**src/rtl/audio_pkg.sv**
```systemverilog
// -----------------------------------------------------------------------------
// audio_pkg
// Definitions shared by the SSM2603 audio path (ADC receiver and DAC
// serializer): default word/slot sizes, the receiver state encoding and
// the channel encoding.
// No ports (package).
// -----------------------------------------------------------------------------
package audio_pkg;

    localparam int AUDIO_SAMPLE_BITS = 16;
    localparam int I2S_SLOT_BITS     = 32;

    typedef enum logic [1:0] {
        ALIGN   = 2'd0,
        CAPTURE = 2'd1,
        PAD     = 2'd2
    } rx_state_e;

    localparam logic CH_L = 1'b0;
    localparam logic CH_R = 1'b1;

    // LRCK level to channel: low is left, high is right.
    function automatic logic lr_to_ch(input logic lr);
        return lr ? CH_R : CH_L;
    endfunction

endpackage

```
**src/rtl/sync_edge_det.sv**
```systemverilog
// -----------------------------------------------------------------------------
// sync_edge_det
// Brings the asynchronous codec lines into the system clock domain.
// BCLK uses three flops so a rising edge can be detected; LRCK and data use
// two flops each, so all three lines have the same latency and the data/LRCK
// values seen in a bclk_rise cycle were sampled together with that edge.
// Ports:
//   clock       in   system clock
//   reset       in   synchronous active-high reset, clears all flops
//   bclk        in   codec bit clock (async)
//   lrclk       in   codec LR clock (async)
//   dat         in   codec serial data (async)
//   bclk_rise   out  one-cycle pulse per synchronised BCLK rising edge
//   lrclk_sync  out  synchronised LRCK
//   dat_sync    out  synchronised data
// -----------------------------------------------------------------------------
module sync_edge_det
    import audio_pkg::*;
(
    input  logic clock,
    input  logic reset,
    input  logic bclk,
    input  logic lrclk,
    input  logic dat,
    output logic bclk_rise,
    output logic lrclk_sync,
    output logic dat_sync
);

    logic [2:0] bclk_sync_r;
    logic [1:0] lrclk_sync_r;
    logic [1:0] dat_sync_r;

    // Synchroniser shift chains; index 0 is the first (metastable) stage.
    always_ff @(posedge clock) begin
        if (reset) begin
            bclk_sync_r  <= 3'b000;
            lrclk_sync_r <= 2'b00;
            dat_sync_r   <= 2'b00;
        end else begin
            bclk_sync_r  <= {bclk_sync_r[1:0], bclk};
            lrclk_sync_r <= {lrclk_sync_r[0], lrclk};
            dat_sync_r   <= {dat_sync_r[0], dat};
        end
    end

    assign bclk_rise  = bclk_sync_r[1] & ~bclk_sync_r[2];
    assign lrclk_sync = lrclk_sync_r[1];
    assign dat_sync   = dat_sync_r[1];

endmodule

```
**src/rtl/ssm2603_adc_rx.sv**
```systemverilog
// -----------------------------------------------------------------------------
// ssm2603_adc_rx
// I2S receive deserializer for the SSM2603 ADC path. Oversamples BCLK,
// ADCLRCK and ADCDAT, captures the first SAMPLE_BITS bits of each slot
// (MSB first, one-bit I2S delay) and offers left/right pairs through a
// valid/ready handshake. Capture always starts on a left slot.
// Ports:
//   clock         in   18.432 MHz system clock
//   reset         in   synchronous active-high reset
//   aud_bclk      in   codec bit clock (async, nominally clock/9)
//   aud_adclrck   in   codec LR clock (async), low = left
//   aud_adcdat    in   codec serial data (async)
//   sample_l      out  left sample, two's complement
//   sample_r      out  right sample, two's complement
//   sample_valid  out  a sample pair is available
//   sample_ready  in   consumer accepts the pair
//   overrun       out  sticky: a completed pair was dropped
//   frame_error   out  sticky: a slot ended before SAMPLE_BITS bits
//   clear_errors  in   pulse clearing both sticky bits
// -----------------------------------------------------------------------------
module ssm2603_adc_rx
    import audio_pkg::*;
#(
    parameter int SAMPLE_BITS = AUDIO_SAMPLE_BITS,
    parameter int SLOT_BITS   = I2S_SLOT_BITS
) (
    input  logic                   clock,
    input  logic                   reset,
    input  logic                   aud_bclk,
    input  logic                   aud_adclrck,
    input  logic                   aud_adcdat,
    output logic [SAMPLE_BITS-1:0] sample_l,
    output logic [SAMPLE_BITS-1:0] sample_r,
    output logic                   sample_valid,
    input  logic                   sample_ready,
    output logic                   overrun,
    output logic                   frame_error,
    input  logic                   clear_errors
);

    // Counter is wide enough to hold a full nominal slot.
    localparam int CNT_W = $clog2(SLOT_BITS + 1);

    logic bclk_rise_s;
    logic lr_s;
    logic dat_s;

    rx_state_e              state_r, state_n;
    logic                   ch_r, ch_n;
    logic [CNT_W-1:0]       bitcnt_r, bitcnt_n;
    logic [SAMPLE_BITS-1:0] shift_r, shift_n;
    logic [SAMPLE_BITS-1:0] hold_l_r, hold_l_n;
    logic                   hold_l_valid_r, hold_l_valid_n;
    logic                   lr_prev_r, lr_prev_n;

    logic [SAMPLE_BITS-1:0] word_s;
    logic                   boundary_s;
    logic                   last_bit_s;
    logic                   pair_done_s;
    logic                   frame_err_set_s;
    logic                   overrun_set_s;

    logic [SAMPLE_BITS-1:0] sample_l_r;
    logic [SAMPLE_BITS-1:0] sample_r_r;
    logic                   valid_r;
    logic                   overrun_r;
    logic                   frame_error_r;

    sync_edge_det u_sync (
        .clock      (clock),
        .reset      (reset),
        .bclk       (aud_bclk),
        .lrclk      (aud_adclrck),
        .dat        (aud_adcdat),
        .bclk_rise  (bclk_rise_s),
        .lrclk_sync (lr_s),
        .dat_sync   (dat_s)
    );

    // Word as it stands after shifting in the current data bit.
    assign word_s     = {shift_r[SAMPLE_BITS-2:0], dat_s};
    assign boundary_s = bclk_rise_s & (lr_s != lr_prev_r);
    assign last_bit_s = (bitcnt_r == CNT_W'(SAMPLE_BITS - 1));

    // Capture state and datapath registers.
    always_ff @(posedge clock) begin
        if (reset) begin
            state_r        <= ALIGN;
            ch_r           <= CH_L;
            bitcnt_r       <= '0;
            shift_r        <= '0;
            hold_l_r       <= '0;
            hold_l_valid_r <= 1'b0;
            lr_prev_r      <= 1'b1;
        end else begin
            state_r        <= state_n;
            ch_r           <= ch_n;
            bitcnt_r       <= bitcnt_n;
            shift_r        <= shift_n;
            hold_l_r       <= hold_l_n;
            hold_l_valid_r <= hold_l_valid_n;
            lr_prev_r      <= lr_prev_n;
        end
    end

    // Next-state logic; all protocol actions are gated by bclk_rise.
    always_comb begin
        state_n         = state_r;
        ch_n            = ch_r;
        bitcnt_n        = bitcnt_r;
        shift_n         = shift_r;
        hold_l_n        = hold_l_r;
        hold_l_valid_n  = hold_l_valid_r;
        lr_prev_n       = lr_prev_r;
        pair_done_s     = 1'b0;
        frame_err_set_s = 1'b0;
        if (bclk_rise_s) begin
            lr_prev_n = lr_s;
            case (state_r)
                ALIGN: begin
                    if (boundary_s && (lr_to_ch(lr_s) == CH_L)) begin
                        state_n  = CAPTURE;
                        ch_n     = CH_L;
                        bitcnt_n = '0;
                    end else begin
                        state_n = ALIGN;
                    end
                end
                CAPTURE: begin
                    if (boundary_s) begin
                        // Short slot: drop the partial word and any held left
                        // word. A new left slot restarts capture at once; a
                        // right slot would have no partner, so realign.
                        frame_err_set_s = 1'b1;
                        hold_l_valid_n  = 1'b0;
                        bitcnt_n        = '0;
                        ch_n            = CH_L;
                        if (lr_to_ch(lr_s) == CH_L) begin
                            state_n = CAPTURE;
                        end else begin
                            state_n = ALIGN;
                        end
                    end else begin
                        shift_n  = word_s;
                        bitcnt_n = bitcnt_r + CNT_W'(1);
                        if (last_bit_s) begin
                            state_n = PAD;
                            if (ch_r == CH_L) begin
                                hold_l_n       = word_s;
                                hold_l_valid_n = 1'b1;
                            end else begin
                                pair_done_s    = hold_l_valid_r;
                                hold_l_valid_n = 1'b0;
                            end
                        end else begin
                            state_n = CAPTURE;
                        end
                    end
                end
                PAD: begin
                    if (boundary_s) begin
                        bitcnt_n = '0;
                        if ((ch_r == CH_L) && (lr_to_ch(lr_s) == CH_R)) begin
                            state_n = CAPTURE;
                            ch_n    = CH_R;
                        end else if ((ch_r == CH_R) && (lr_to_ch(lr_s) == CH_L)) begin
                            state_n = CAPTURE;
                            ch_n    = CH_L;
                        end else begin
                            state_n        = ALIGN;
                            hold_l_valid_n = 1'b0;
                        end
                    end else begin
                        state_n = PAD;
                    end
                end
                default: begin
                    state_n        = ALIGN;
                    hold_l_valid_n = 1'b0;
                end
            endcase
        end else begin
            lr_prev_n = lr_prev_r;
        end
    end

    assign overrun_set_s = pair_done_s & valid_r & ~sample_ready;

    // Output pair register and valid/ready handshake.
    always_ff @(posedge clock) begin
        if (reset) begin
            sample_l_r <= '0;
            sample_r_r <= '0;
            valid_r    <= 1'b0;
        end else if (pair_done_s && (!valid_r || sample_ready)) begin
            sample_l_r <= hold_l_r;
            sample_r_r <= word_s;
            valid_r    <= 1'b1;
        end else if (!pair_done_s && valid_r && sample_ready) begin
            valid_r <= 1'b0;
        end else begin
            valid_r <= valid_r;
        end
    end

    // Sticky error bits; a set event beats a simultaneous clear.
    always_ff @(posedge clock) begin
        if (reset) begin
            overrun_r     <= 1'b0;
            frame_error_r <= 1'b0;
        end else begin
            if (overrun_set_s) begin
                overrun_r <= 1'b1;
            end else if (clear_errors) begin
                overrun_r <= 1'b0;
            end else begin
                overrun_r <= overrun_r;
            end
            if (frame_err_set_s) begin
                frame_error_r <= 1'b1;
            end else if (clear_errors) begin
                frame_error_r <= 1'b0;
            end else begin
                frame_error_r <= frame_error_r;
            end
        end
    end

    assign sample_l     = sample_l_r;
    assign sample_r     = sample_r_r;
    assign sample_valid = valid_r;
    assign overrun      = overrun_r;
    assign frame_error  = frame_error_r;

endmodule

```
**config.mk**
```make
export PLATFORM = sky130hd
export DESIGN_NAME = ssm2603_adc_rx
export DESIGN_NICKNAME = d
export VERILOG_FILES = /design/src/rtl/audio_pkg.sv /design/src/rtl/sync_edge_det.sv /design/src/rtl/ssm2603_adc_rx.sv
export SDC_FILE = /design/constraint.sdc
export NUM_CORES = 1
export LEC_CHECK = 0
export CAP_MARGIN = 0
export CELL_PAD_IN_SITES_DETAIL_PLACEMENT = 0
export CELL_PAD_IN_SITES_GLOBAL_PLACEMENT = 1
export CORE_ASPECT_RATIO = 1.5
export CORE_MARGIN = 4
export CORE_UTILIZATION = 45
export CTS_CLUSTER_SIZE = 30
export DETAILED_ROUTE_END_ITERATION = 10
export MAX_ROUTING_LAYER = met4
export PLACE_DENSITY_LB_ADDON = 0.12
export SKIP_LAST_GASP = 1
export SYNTH_ARGS = -nofsm -noshare
export SYNTH_HDL_FRONTEND = slang
export SYNTH_SLANG_ARGS = --single-unit
```
**constraint.sdc**
```tcl
create_clock -name clock -period 2.6 [get_ports clock]
set_input_delay 0.52 -clock clock [delete_from_list [all_inputs] [get_ports clock]]
set_output_delay 0.52 -clock clock [all_outputs]
set_load 0.05 [all_outputs]
```
==> Yosys cells after proc, flatten, opt, wreduce, memory -nomap -nowiden <==
Cells that the tools add are included.
{ "classes": {"addsub": 1, "eq_ne": 11, "n_mux": 39, "bitwise_logic": 10, "n_reduce_logical": 19} }
{ "op_table": {"columns": ["op", "count"], "rows": [
  ["$mux 1", 29],
  ["$mux 6", 3],
  ["$pmux 6 s3", 1],
  ["$reduce_and 6->1", 2],
  ["$ne 2x2->1 const B", 5],
  ["$add 6x1->6 const B", 1],
  ["$eq 6x4->1 const B", 1],
  ["$logic_and 1x1->1", 6],
  ["$mux 2", 3],
  ["$ne 3x3->1 const B", 2],
  ["$not 1->1", 6],
  ["$pmux 1 s3", 2],
  ["$pmux 2 s3", 1],
  ["$reduce_bool 2->1", 3],
  ["$reduce_and 5->1", 1],
  ["$and 1x1->1", 4],
  ["$reduce_and 4->1", 1],
  ["$reduce_and 3->1", 1],
  ["$reduce_bool 3->1", 1],
  ["$eq 2x1->1 const B", 1],
  ["$eq 2x2->1 const B", 1],
  ["$logic_not 1->1", 2],
  ["$logic_not 2->1", 1],
  ["$logic_or 1x1->1", 1],
  ["$ne 1x1->1", 1]
]} }
{ "totals": {"ff_bits": 84, "input_bits": 7, "output_inout_bits": 35, "word_cells": 95} }

==> Logic depth before layout (Yosys ltp) <==
Gate-level depths: netlist of run 1.
{ "logic_depth": {"ltp_word": 11, "depth_mapped": 8, "ltp_nobuf": 6} }

==> Cells and area by module <==
A second synthesis of run 1 with hierarchy kept.
{ "hier_totals": {"hier_cells": 348, "hier_area_um2": 3296.9} }
{ "by_module_without_submodules": {"columns": ["mod", "n_inst", "cells_each", "area_each_um2", "seq_area_each_um2"], "rows": [
  ["ssm2603_adc_rx", 1, 333, 3106.7, 1541.5],
  ["sync_edge_det", 1, 15, 190.2, 140.1]
]} }

==> Least setup slack after synthesis of run 1 <==
Ideal clock, no wire load.
{ "synth_timing": {"path_type": "reg2reg", "start": "register ch_r", "end": "register hold_l_valid_r", "setup_time_ps": 132, "arrival_ps": 1617, "t_required_ps": 2468, "path_slack_ps": 851, "path_stages_with_launch": 9, "path_buffers": 2, "period_less_slack_ps": 1749, "path_cell_list": "dfxtp_1 -> clkbuf_1 -> clkbuf_1 -> inv_1 -> ha_1 -> nor2_1 -> nand3_1 -> a2111oi_0 -> nor3_1"} }
{ "synth_via": {"elab_chain_len": 4, "elab_cells_between_ends": 10, "classes_between": "eq/ne: 2; mux: 4; bitwise: 1; reduce/logical: 3"} }
{ "synth_lines": {"columns": ["item", "line_no", "source"], "rows": [
  ["start: declaration", "ssm2603_adc_rx.sv:49", "logic ch_r, ch_n;"],
  ["start signal: assignment", "ssm2603_adc_rx.sv:97", "ch_r <= ch_n;"],
  ["$mux 1 / $not 1->1 (equally long branches)", "ssm2603_adc_rx.sv:148, ssm2603_adc_rx.sv:163", null],
  ["$mux 1 / $logic_and 1x1->1 (equally long branches)", "ssm2603_adc_rx.sv:146, ssm2603_adc_rx.sv:163", null],
  ["$mux 1 / $ne 2x2->1 (equally long branches)", null, null],
  ["$pmux 1 s3 / $reduce_and 6->1 (equally long branches)", null, null],
  ["end signal: assignment", "ssm2603_adc_rx.sv:101", "hold_l_valid_r <= hold_l_valid_n;"],
  ["end: declaration", "ssm2603_adc_rx.sv:53", "logic hold_l_valid_r, hold_l_valid_n;"]
]} }
Several ways; a longest one is shown, not always the timed one. The select of a mux whose other input is x is not followed.
A chain may end at the register's enable or synchronous reset.

==> Worst setup path in the final report of run 1 <==
{ "layout_timing": {"start": "register valid_r (netlist: sample_valid)", "end": "output sample_valid"} }
{ "layout_rtl": {"columns": ["item", "line_no", "source"], "rows": [
  ["start: declaration", "ssm2603_adc_rx.sv:65", "logic valid_r;"],
  ["start signal: assignment", "ssm2603_adc_rx.sv:202", "valid_r <= valid_r;"],
  ["end: declaration", "ssm2603_adc_rx.sv:34", "output logic sample_valid,"]
]} }
No word-level cell between the ends.

==> results of run 1 <==
## power by group through the flow
stage | combinational (mW) | sequential [mW] | clock, mW
finish | 0.0621 | 1.30 | 0.950
global route | 0.0689 | 1.30 | 1.02
CTS | 0.0628 | 1.30 | 0.975
detailed placement | 0.0628 | 1.33 | 0
global placement | 0.0622 | 1.33 | 0
floorplan | 0.0478 | 1.33 | 0
## placed cells by master (no fill, tap or decap), types with 9 or more instances in the layout
cell type and count:
a21oi_1 73, buf_4 12, clkbuf_8 11, clkdlybuf4s50_1 40, dfxtp_1 84, nand2_1 52, nand4_1 34, nor2_1 9
nor2b_1 11, o21ai_0 24, o31ai_1 32
## logic make-up after synthesis
kind of cell | after synthesis | synth area share [%]
simple gates | 130 | 20.1
flops | 84 | 48.6
fa+ha+maj | 3 | 1.08
mux | 1 | 0.289
xor+xnor | 3 | 0.976
buf+inv | 46 | 5.64
compound gates | 137 | 23.3
## synthesized netlist by cell type (all sizes together) (3+ instances only)
master / count / share of area [%]
o31ai: 32 / 6.9
nand2b: 3 / 0.54
o21ai: 24 / 3.5
nor2: 9 / 0.98
buf: 13 / 2.1
nor2b: 12 / 2.2
or3: 4 / 0.72
ha: 3 / 1.1
a21oi: 73 / 11
clkbuf: 29 / 3.1
nand3: 3 / 0.43
inv: 4 / 0.43
dfxtp: 84 / 49
nand2: 52 / 5.6
nand4: 34 / 6.1
## layer usage
layer  GRT usage (%)  share of wire (%)  up-vias
met5               -                  0        -
met4            8.94               0.85        0
met3            3.19                3.7        6
met2            31.8                 53       62
met1            23.9                 42     1433
li1                -                  -     1502
## worst max path at each step
stage                      to  slack [ns]    startpoint  cells past startpoint
2_1_floorplan  hold_l_valid_r        0.85          ch_r                      8
3_3_place_gp     sample_r[12]        0.76   bitcnt_r[0]                      6
3_5_place_dp      sample_r[2]        0.73   bitcnt_r[0]                      6
4_1_cts          sample_valid        0.52  sample_valid                      1
5_1_grt          sample_valid        0.49  sample_valid                      1
6_report         sample_valid        0.54  sample_valid                      1
## state kept, by name (all words and copies together) (netlist names)
name and flops:
bitcnt_r 6, hold_l_r 16, u_sync.lrclk_sync_r 2, state_r 2
sample_valid 1, sample_r 16, hold_l_valid_r 1, u_sync.bclk_sync_r 3
sample_l 16, u_sync.dat_sync_r 2, shift_r 15, lr_prev_r 1
frame_error 1, overrun 1, ch_r 1
## final cells by class
class | count | area [sq um]
sequential | 84 | 1680
clock inverter | 5 | 50.0
inverter | 4 | 15.0
clock buffer | 11 | 151
timing repair buffer | 53 | 495
tap | 100 | 125
fill | 719 | 3260
multi-input combinational | 274 | 1590
==> reports/summary.txt, run 1 <==
io pins -> 42
wire length of the first global-routing pass -> 13800 um
number of global-route vias before repair -> 2782
maxcap violations -> 0
Cell Rows -> 38
all-layer global routing usage -> 19.6%
Starting Density -> 47.0%
Comb power frac -> 2.7%
net count after synthesis -> 414
worst-path maximum fanout -> 3
total instance count after detailed placement -> 515
total number of H-tree levels -> 3
buffers added on ports -> 41
critical path cell sequence -> clkdlybuf4s50_1
YS warnings -> 0
Final Max Slew Viols -> 0
sw frac -> 21.9%
clock tree root driver cell -> clkbuf_8
clock network fraction of design power -> 41.1%
worst hold slack after final layout -> 0.443 ns
CTS tree -> built
startpoint types -> register
post-route ant nets -> 0
total power density per cell area -> 563 mW/mm^2
reg2reg path depth -> 6
signal arrival time at the worst endpoint -> 1.54 ns
post-cts gate resize count -> 0
tightest slew margin relative to the limit -> 64.3%
final wirelength -> 8400 um
Worst Path Class, Setup -> reg -> out
endpoint of the lowest-slack register-to-register path -> sample_r[14]
Diodes inserted -> 0
reg2reg setup slack -> 0.71 ns
CP Capture Type -> primary output
placed wire-length estimate -> 5470 um
Worst Hold Class -> reg -> reg
highest achievable clock rate -> 485 MHz
drc violations -> 0
largest net degree at the start of global routing -> 49
number of synthesized register bits -> 84
buffer levels on the longest clock path -> 2
power dissipated by switching net loads -> 508 uW
number of antenna violations at the first check in global routing -> 0
CTS buffer count -> 9
number of enable-type register cells in the synthesized netlist -> 0
Cell Int Power -> 1.81 mW
least setup slack across all paths after layout -> 0.538 ns
synthesized instance count -> 404
proportion of synthesized chip area in sequential cells -> 48.6%
fraction of layout cells with a size suffix above 1 -> 7.89%
power consumption -> 2.31 mW
post-synth cell types -> 39
sequential group share of total power -> 56.3%
Synth Flop Type -> dfxtp_1
total via count in the routed design -> 3003
Post-layout nets -> 436
share of the core filled with cells in the final layout -> 55.7%
Max IR drop VDD -> 0.437 mV
critical register-to-register path startpoint -> bitcnt_r[0]
number of hold buffers added after CTS -> 0
status -> completed
Post-DP Area -> 0.00391 sq mm
kind of cell adding the most delay to the critical path -> buffers and inverters
post-CTS setup-driven buffer insertion count -> 0
Skew-Pair Late Insertion Delay -> 0.36 ns
Crit path buffers/inverters -> 1
Setup TNS -> 0 ns
number of hold violations in the final report -> 0
fin crit share -> 79.3%
cell at the slowest stage of the critical path -> clkdlybuf4s50_1
Async S/R FF share, synth -> 0%
worst clock skew -> 0.0112 ns
hold path cells -> 1
mean cell area of the mapped netlist -> 8.57 sq um
number of sinks handled by clock tree synthesis -> 84
via-per-instance ratio -> 5.66
area added between synthesis and finish -> 18.6%
endpoint of the worst hold path -> u_sync.bclk_sync_r[1]
leakage -> 1.28 nW
average routed wire per standard cell -> 15.8 um
setup repair after global routing missed its margin -> false
Congestion Overflow GR -> 0
total iterations of the first detailed-routing run -> 4
worst slack after detailed placement -> 0.732 ns
final critical path time including I/O delays and setup -> 2.06 ns
launch point of the worst hold path -> u_sync.bclk_sync_r[0]
overall die area -> 0.00919 sq mm
area of the core region -> 0.00737 sq mm
post-CTS clock slew at the launch and capture registers of the worst setup and hold paths -> 0.08 ns
maximum cell stage delay along the critical path -> 0.83 ns
Die Height -> 115 um
Final GP Congestion -> 0.812
Syn Std Cell Area -> 0.00346 sq mm
Die Span X -> 79.6 um
final instance area -> 0.00411 sq mm
initial drt markers -> 183
Worst-Margin Slew -> 0.534 ns
Non-Filler Instances -> 531
WP data required -> 2.08 ns
setup violators final -> 0
Note: power is estimated with default switching activity, not from simulation.
==> inputs of run 2 (changes only) <==
Settings changed: CORE_UTILIZATION 45 to 41.
Clock period 2.6 ns to 2.1 ns, I/O delays scaled along.
==> run 2 against run 1 <==
  * Cell count is 1.3% higher
  * Via count is 0.63% lower
  * Register-to-register slack worse by 0.45 ns
  * Combinational power is 31% higher
  * Wire length grew 1.3%
  * Largest cell class unchanged
==> reports/summary.txt, run 2 (synthesis results as in run 1) <==
Die Span X -> 83.0 um (was 79.6 um)
clock tree root driver cell -> clkbuf_16 (was clkbuf_8)
all-layer global routing usage -> 18.1% (was 19.6%)
highest achievable clock rate -> 522 MHz
number of global-route vias before repair -> 2759 (was 2782)
initial drt markers -> 213 (was 183)
fraction of layout cells with a size suffix above 1 -> 8.08% (was 7.89%)
leading cell type in the layout, fill and taps excluded -> dfxtp_1 (unchanged)
CP Capture Type -> primary output (unchanged)
area of the core region -> 0.00811 sq mm (was 0.00737 sq mm)
Crit path buffers/inverters -> 1 (unchanged)
number of sinks handled by clock tree synthesis -> 84 (unchanged)
fin crit share -> 91.3%
Worst Path Class, Setup -> reg -> out (unchanged)
buffers added on ports -> 41 (unchanged)
Worst-Margin Slew -> 0.569 ns (was 0.534 ns)
total power density per cell area -> 744 mW/mm^2 (was 563 mW/mm^2)
Starting Density -> 42.7% (was 47.0%)
kind of cell adding the most delay to the critical path -> buffers and inverters (unchanged)
Post-layout nets -> 438 (was 436)
startpoint types -> register (unchanged)
area added between synthesis and finish -> 23.6% (was 18.6%)
Cell Rows -> 40 (was 38)
final critical path time including I/O delays and setup -> 1.92 ns
average routed wire per standard cell -> 15.8 um (about the same)
final wirelength -> 8500 um (was 8400 um)
tightest slew margin relative to the limit -> 62.0% (was 64.3%)
critical path cell sequence -> clkdlybuf4s50_1 (unchanged)
area taken by multi-input logic gates -> 0.00160 sq mm (was 0.00159 sq mm)
filler cell count in the final layout -> 832 (was 719)
Max IR drop VDD -> 0.466 mV (was 0.437 mV)
total iterations of the first detailed-routing run -> 4 (unchanged)
leakage -> 1.35 nW (was 1.28 nW)
least setup slack across all paths after layout -> 0.183 ns (was 0.538 ns)
largest net degree at the start of global routing -> 50 (was 49)
Final GP Congestion -> 0.786 (was 0.812)
Die Height -> 121 um (was 115 um)
number of hold violations in the final report -> 0 (unchanged)
setup violators final -> 0 (unchanged)
cell at the slowest stage of the critical path -> clkdlybuf4s50_1 (unchanged)
worst slack after detailed placement -> 0.240 ns (was 0.732 ns)
Diodes inserted -> 0 (unchanged)
worst-path maximum fanout -> 2 (was 3)
post-CTS clock slew at the launch and capture registers of the worst setup and hold paths -> 0.06 ns (was 0.08 ns)
number of hold buffers added after CTS -> 0 (unchanged)
io pins -> 42 (unchanged)
CTS buffer count -> 9 (unchanged)
area taken by flip-flops and latches -> 0.00168 sq mm (unchanged)
maxcap violations -> 0 (unchanged)
maximum cell stage delay along the critical path -> 0.81 ns (was 0.83 ns)
drc violations -> 0 (unchanged)
most frequent cells in the layout -> 84 x dfxtp_1, 73 x a21oi_1, 52 x nand2_1 (unchanged)
buffer levels on the longest clock path -> 2 (unchanged)
Congestion Overflow GR -> 0 (unchanged)
Final Max Slew Viols -> 0 (unchanged)
worst clock skew -> 0.00573 ns (was 0.0112 ns)
post-route ant nets -> 0 (unchanged)
total via count in the routed design -> 2984 (was 3003)
wire length of the first global-routing pass -> 14200 um (was 13800 um)
status -> completed (unchanged)
Setup TNS -> 0 ns (unchanged)
Worst Hold Class -> reg -> reg (unchanged)
signal arrival time at the worst endpoint -> 1.50 ns (was 1.54 ns)
number of antenna violations at the first check in global routing -> 0 (unchanged)
total number of H-tree levels -> 3 (unchanged)
via-per-instance ratio -> 5.55 (was 5.66)
WP data required -> 1.68 ns (was 2.08 ns)
power consumption -> 3.18 mW (was 2.31 mW)
CTS tree -> built (unchanged)
Skew-Pair Late Insertion Delay -> 0.33 ns (was 0.36 ns)
setup repair after global routing missed its margin -> false (unchanged)
overall die area -> 0.0100 sq mm (was 0.00919 sq mm)
placed wire-length estimate -> 5500 um (was 5470 um)
run 2: changes by cell type in the layout (fill, tap and decap cells not counted), sizes merged:
cell	previous run	this run
clkbuf	11	15
clkinv	4	1
buf	13	15
bufinv	1	0
run 2: repair_timing:
action                     CTS  global route
setup endpoints to repair    0             2
resized for setup            0             2
setup buffers                0             0
run 2: path summary, 6_finish.rpt:
check / startpoint / to / slack [ns] / depth (start not counted)
worst min register to register: u_sync.dat_sync_r[0] / u_sync.dat_sync_r[1] / 0.44 / 1
worst max-delay path: sample_r[1] / sample_r[1] / 0.18 / 1
worst max register to register: bitcnt_r[0] / hold_l_r[11] / 0.26 / 6
worst min-delay path: u_sync.dat_sync_r[0] / u_sync.dat_sync_r[1] / 0.44 / 1
run 2: per-layer routing:
metal	track usage (%)	wire length [um]
met1	21.7	3760
met2	30.1	4290
met3	3.54	252
met4	6.54	197
met5	-	0
run 2: worst reg2reg max path: cells and delay by family, from the launching register on:
| kind | cells | cell delay (ns) |
|---|---|---|
| adders and majority gates | 1 | 0.23 |
| AOI/OAI and AO/OA | 1 | 0.16 |
| DFF | 1 | 0.39 |
| and+or+nand+nor | 3 | 0.78 |
| buffers and inverters | 1 | 0.21 |
run 2: area by class of cell:
| cell class | count | share of cell area (%) |
|---|---|---|
| clock inverters | 1 | 0.117 |
| multi-input cells | 274 | 37.3 |
| clock buffers | 15 | 6.49 |
| inverters | 4 | 0.351 |
| well taps | 105 | 3.07 |
| flip-flops and latches | 84 | 39.3 |
| repair buffers | 55 | 13.4 |
run 2: stage by stage:
| step | hold WS (ns) | cell area [sq um] | cells | utilization, % |
|---|---|---|---|---|
| 6_report | 0.436 | 4280 | 538 | 52.8 |
| 5_1_grt | 0.459 | 4280 | 538 | 52.8 |
| 4_1_cts | 0.439 | 4270 | 538 | 52.7 |
| 3_5_place_dp | 0.426 | 3990 | 522 | 49.2 |
| 3_3_place_gp | 0.416 | 3990 | 522 | 49.2 |
| 2_1_floorplan | 0.414 | 3460 | 404 | - |
run 2: where the power goes:
group / leakage [nW] / switching, mW / internal [mW] / total [mW]
clock network: 0.140 / 0.592 / 0.898 / 1.49
registers: 0.678 / 0.00833 / 1.60 / 1.61
logic: 0.531 / 0.0514 / 0.0301 / 0.0816
total: 1.35 / 0.651 / 2.53 / 3.18
==> inputs of run 3 (changes only) <==
Settings changed: SLEW_MARGIN set to 20.
==> results of run 3 <==
Same layout as run 2: the final DEF is identical, and so are final timing and power.
